===== src/rtl/imem_ctrl.sv =====
// imem_ctrl: loads the instruction array, arbitrates core fetch vs debug
// reads, maps byte PC to word index and flags bad fetches.
// Ports: clk/reset_n; pc, instr, cpu_stall, fetch_fault (core);
// ld_* (program loader, valid/ready); dbg_* (debug read);
// mem_* (array side, combinational read, write on clk edge).
// Optional: define IMEM_LOAD_CHECKSUM_EN to add the ld_checksum output.
module imem_ctrl #(
  parameter int DEPTH = 256,
  parameter int BITS = 32,
  parameter int WIDTH = 32,
  localparam int AW = $clog2(DEPTH)
) (
  input  logic             clk,
  input  logic             reset_n,
  input  logic [BITS-1:0]  pc,
  output logic [WIDTH-1:0] instr,
  output logic             cpu_stall,
  output logic             fetch_fault,
  input  logic             ld_start,
  input  logic             ld_valid,
  input  logic [WIDTH-1:0] ld_data,
  input  logic             ld_last,
  output logic             ld_ready,
  output logic             ld_done,
  output logic             ld_err,
  output logic [AW:0]      ld_count,
`ifdef IMEM_LOAD_CHECKSUM_EN
  output logic [WIDTH-1:0] ld_checksum,
`endif
  input  logic             dbg_req,
  input  logic [BITS-1:0]  dbg_addr,
  output logic             dbg_gnt,
  output logic [WIDTH-1:0] dbg_rdata,
  output logic             dbg_rvalid,
  output logic [AW-1:0]    mem_addr,
  output logic             mem_we,
  output logic [WIDTH-1:0] mem_wdata,
  input  logic [WIDTH-1:0] mem_rdata
);

  localparam logic [1:0] S_IDLE = 2'd0;
  localparam logic [1:0] S_LOAD = 2'd1;
  localparam logic [1:0] S_RUN  = 2'd2;

  localparam logic [AW:0]     DEPTH_W = (AW+1)'(DEPTH);
  localparam logic [BITS-1:0] DEPTH_B = BITS'(DEPTH);

  logic [1:0]  state;
  logic [1:0]  state_nx;
  logic [AW:0] wptr;
  logic        prevgrant;

  logic is_idle;
  logic is_load;
  logic is_run;
  logic start;
  logic accept;
  logic overflow;
  logic finish;
  logic pc_fault;
  logic dbg_oor;

  assign is_idle = (state == S_IDLE);
  assign is_load = (state == S_LOAD);
  assign is_run  = (state == S_RUN);

  // A start pulse while already loading is ignored.
  assign start    = ld_start && !is_load;
  assign ld_ready = is_load && (wptr < DEPTH_W);
  assign accept   = ld_valid && ld_ready;
  // Valid word with the array full ends the load as an error.
  assign overflow = is_load && ld_valid && !ld_ready;
  assign finish   = (accept && ld_last) || overflow;

  // ld_start has priority; prevgrant reserves the next cycle for the core.
  assign dbg_gnt = is_run && dbg_req && !prevgrant && !ld_start;

  assign pc_fault = (pc[1:0] != 2'b00) || ((pc >> 2) >= DEPTH_B);
  assign dbg_oor  = (dbg_addr >> 2) >= DEPTH_B;

  assign fetch_fault = is_run && pc_fault;
  assign cpu_stall   = !is_run || dbg_gnt;
  assign instr = (is_run && !dbg_gnt && !pc_fault) ? mem_rdata : '0;

  assign mem_we    = accept;
  assign mem_wdata = ld_data;
  assign ld_count  = wptr;

  always_comb begin
    mem_addr = pc[AW+1:2];
    if (is_load) begin
      mem_addr = wptr[AW-1:0];
    end else if (dbg_gnt) begin
      mem_addr = dbg_addr[AW+1:2];
    end
  end

  always_comb begin
    state_nx = state;
    unique case (1'b1)
      is_idle: if (ld_start) state_nx = S_LOAD;
      is_load: if (finish) state_nx = S_RUN;
      is_run:  if (ld_start) state_nx = S_LOAD;
      default: state_nx = S_IDLE;
    endcase
  end

  always_ff @(posedge clk or negedge reset_n) begin
    if (!reset_n) begin
      state      <= S_IDLE;
      wptr       <= '0;
      ld_err     <= 1'b0;
      ld_done    <= 1'b0;
      dbg_rdata  <= '0;
      dbg_rvalid <= 1'b0;
      prevgrant  <= 1'b0;
    end else begin
      state      <= state_nx;
      ld_done    <= finish;
      dbg_rvalid <= dbg_gnt;
      prevgrant  <= dbg_gnt;
      if (start) begin
        wptr   <= '0;
        ld_err <= 1'b0;
      end else if (accept) begin
        wptr <= wptr + 1'b1;
      end
      if (overflow) begin
        ld_err <= 1'b1;
      end
      if (dbg_gnt) begin
        dbg_rdata <= dbg_oor ? '0 : mem_rdata;
      end
    end
  end

`ifdef IMEM_LOAD_CHECKSUM_EN
  always_ff @(posedge clk or negedge reset_n) begin
    if (!reset_n) begin
      ld_checksum <= '0;
    end else if (start) begin
      ld_checksum <= '0;
    end else if (accept) begin
      ld_checksum <= ld_checksum + ld_data;
    end
  end
`endif

endmodule


===== config.mk =====
export PLATFORM = sky130hd
export DESIGN_NAME = imem_ctrl
export DESIGN_NICKNAME = d
export VERILOG_FILES = /design/src/rtl/imem_ctrl.sv
export SDC_FILE = /design/constraint.sdc
export NUM_CORES = 1
export LEC_CHECK = 0
export BUFFER_PORTS_ARGS = -buffer_cell sky130_fd_sc_hd__buf_2
export CORE_ASPECT_RATIO = 0.75
export CORE_MARGIN = 2
export CORE_UTILIZATION = 37
export CTS_CLUSTER_DIAMETER = 100
export DETAILED_ROUTE_END_ITERATION = 6
export GPL_TIMING_DRIVEN = 0
export PLACE_DENSITY_LB_ADDON = 0.08
export SYNTH_ARGS = -nofsm -noshare
export SYNTH_HDL_FRONTEND = slang
export SYNTH_SLANG_ARGS = --single-unit

===== constraint.sdc =====
create_clock -name clk -period 2.65 [get_ports clk]
set_clock_uncertainty 0.05 [all_clocks]
set_input_delay 0.795 -clock clk [delete_from_list [all_inputs] [get_ports clk]]
set_output_delay 0.795 -clock clk [all_outputs]
set_load 0.02 [all_outputs]

==> metrics.cfg <==
[pwr]
total_power_mw=2.77
powerDensity_mw_per_mm2=445
peakVddDrop_mv=0.281
leakagePower_nw=3.19

[floorplan]
initial_core_util=0.385
die_h_um=85.7
fp.coreArea_mm2=0.00856
io_pins=255
die-area_mm2=0.00969
die_x_um=113
row_count=29

[logic_synthesis]
synth_commonest_cells=46 x dfrtp_1, 38 x clkbuf_1, 33 x nand3_1, 33 x nor3_1, 33 x or4b_1
synth_cell_type_count=36
synth-seq-cells=46
syn-num-nets=529
synthCells=394
synthTopCellsByArea=dfrtp_1 35%, or4b_1 10%, buf_4 7.3%
yosys.area.top_type=dfrtp_1
syn_area_mm2=0.00330
yosys_most_used_dff=dfrtp_1
yosysMostFrequentCell=dfrtp_1
synth_edf_count=0
yosys_warnings=0
synth_async_sr_flop_share=1.00
synth_top_cell_area_share=0.349
syn_area_per_cell_um2=8.36
yosysSeqAreaShare=0.349

[placement]
portBuffers=219
place_worst_setup_slack_ps=-482
globalplace.congestion=0.889
dp_hpwl_um=9610

[sta]
slew_viol_final=0
min_period_ps=2840
setup_viol=41
setup_ws_ps=-185
fmax_mhz=353
period_share=1.07
hold_viol_final=0
slew_headroom=0.314
tightest_slew_ps=1030
rsz0062_at_grt=yes

[cells_and_area]
nets=772
num_antenna_cells=0
n_fill_cell=658
final_core_utilization=0.726
final_layout_size_suffix_gt1_frac=0.627
synthToLayoutAreaGrowth_pct=88.5

[grt]
grt.overflow.total=0
grt_max_degree=47
grt_pass1_vias=4044
grt_pass1_wl_um=20700
grt_use_total=0.263
antenna_found_initial=0

[worst_setup_path]
cpMostUsedCell=buf_6
path_class=primary input to output pin
endpoint_kind=output pin
crit_path_max_fanout=8
crit_path_max_incr_delay_ps=280
critPathLaunchType=primary input
cp_data_arrival_time_ps=1990
crit_chain=buf_6, nor4_4, nand4_1, buf_6, clkbuf_16, nor3_4, buf_6
crit_required_ps=1810
cp_slowest_cell=nor4_4

[clock_network]
cts_tree=built
cts_max_level=2
clock_path_buffers=2
clkSinkCount=46
clk_latency_ps=290
cts_hold_buffers=0
cts_root_buf=clkbuf_16
cts_buffers=5
clk_pin_slew_worst_paths_ps=60

[route]
routed_wl_um=13300
viasPerCell=5.60
dr.pass1.iters=7
drtIter0Drc=177
wire_per_inst_um=17.9
ant_nets=0
drc=13
num_vias=4181

[status]
violations=design-rule violations, negative setup slack
status=finished, violations left

[worst_hold_path]
hold_path.class=register to register

[flow_run]
maxCapViolCount=0

[layer usage]
layer  routed length [µm]  part of all wire  GRT usage
met5                    0                 0          0
met4                  203             0.015     0.0599
met3                  992             0.074     0.0459
met2                 6570              0.49      0.446
met1                 5580              0.42      0.357
[critical path: cells and delay by family]
kind	cells	cell delay, ps
simple gates	3	580
buf+inv	4	610
[through the flow]
step	hold slack (ps)	TNS (ps)	area (µm²)	cells
6_report	448	-4810	6210	746
4_1_cts	446	-4400	5990	742
2_1_floorplan	449	-337	3850	394
5_1_grt	478	-7390	6210	746
3_5_place_dp	426	-15700	5080	721
3_3_place_gp	418	-16360	5080	721
[final cells by class]
cell class	instances	area (µm²)	share of cell area
inverter	5	23.8	0.00383
buffer	74	709	0.114
clock buffer	5	125	0.0201
multi-input combinational	267	2440	0.393
sequential	46	1150	0.185
timing repair buffer	238	1580	0.254
clock inverter	3	48.8	0.00785
tap	108	135	0.0217
[cell usage in the layout, fill, tap and decap left out, types with 6 or more instances in the layout]
cell and n:
buf_6 54, nor2b_1 10, clkbuf_8 7, o21ai_1 13
dfrtp_1 46, or4b_1 32, nor4_1 6, nand2_1 6
clkbuf_16 15, nand3_2 29, nand2_4 7, nand2_2 9
buf_2 171, nor3_4 31, buf_4 47, clkbuf_1 17
o21ai_0 26, a211oi_1 8, o31ai_1 32
[state kept, by name, indices dropped and copies added (netlist names)]
signal	cells
state	2
ld_err	1
ld_done	1
dbg_rdata	32
ld_count	9
prevgrant	1
[cell families (layout without fill, tap and decap cells)]
logic type,after synthesis,in the layout,share of synthesized area
and+or+nand+nor,162,162,0.306
AOI/OAI and AO/OA,98,98,0.187
buffers and inverters,81,325,0.136
DFF,46,46,0.349
muxes,5,5,0.0152
adders and majority gates,1,1,0.00380
xor gates and xnor gates,1,1,0.00266
[final timing paths]
kind	from	to	slack [ps]	depth (start not counted)
max reg2reg	prevgrant	dbg_rdata[13]	400	6
max	pc[22]	instr[23]	-190	7
min in group asynchronous	reset_n	ld_count[3]	640	1
min	dbg_rdata[0]	dbg_rdata[0]	450	2
min reg2reg	dbg_rdata[0]	dbg_rdata[0]	450	2
max in group asynchronous	reset_n	dbg_rdata[30]	1280	1
[power by group]
group	switching [mW]	internal, mW	total [mW]
Clock	0.284	0.452	0.735
Sequential	0.0460	0.732	0.778
Combinational	0.723	0.531	1.25
[repair_timing]
action | in CTS | in global routing
setup buffers | 11 | 2
gates resized for setup | 140 | 54
setup endpoints to repair | 43 | 42
pin swaps | 20 | 10
gates cloned | 4 | 2
Note: power is estimated with default switching activity, not from simulation.
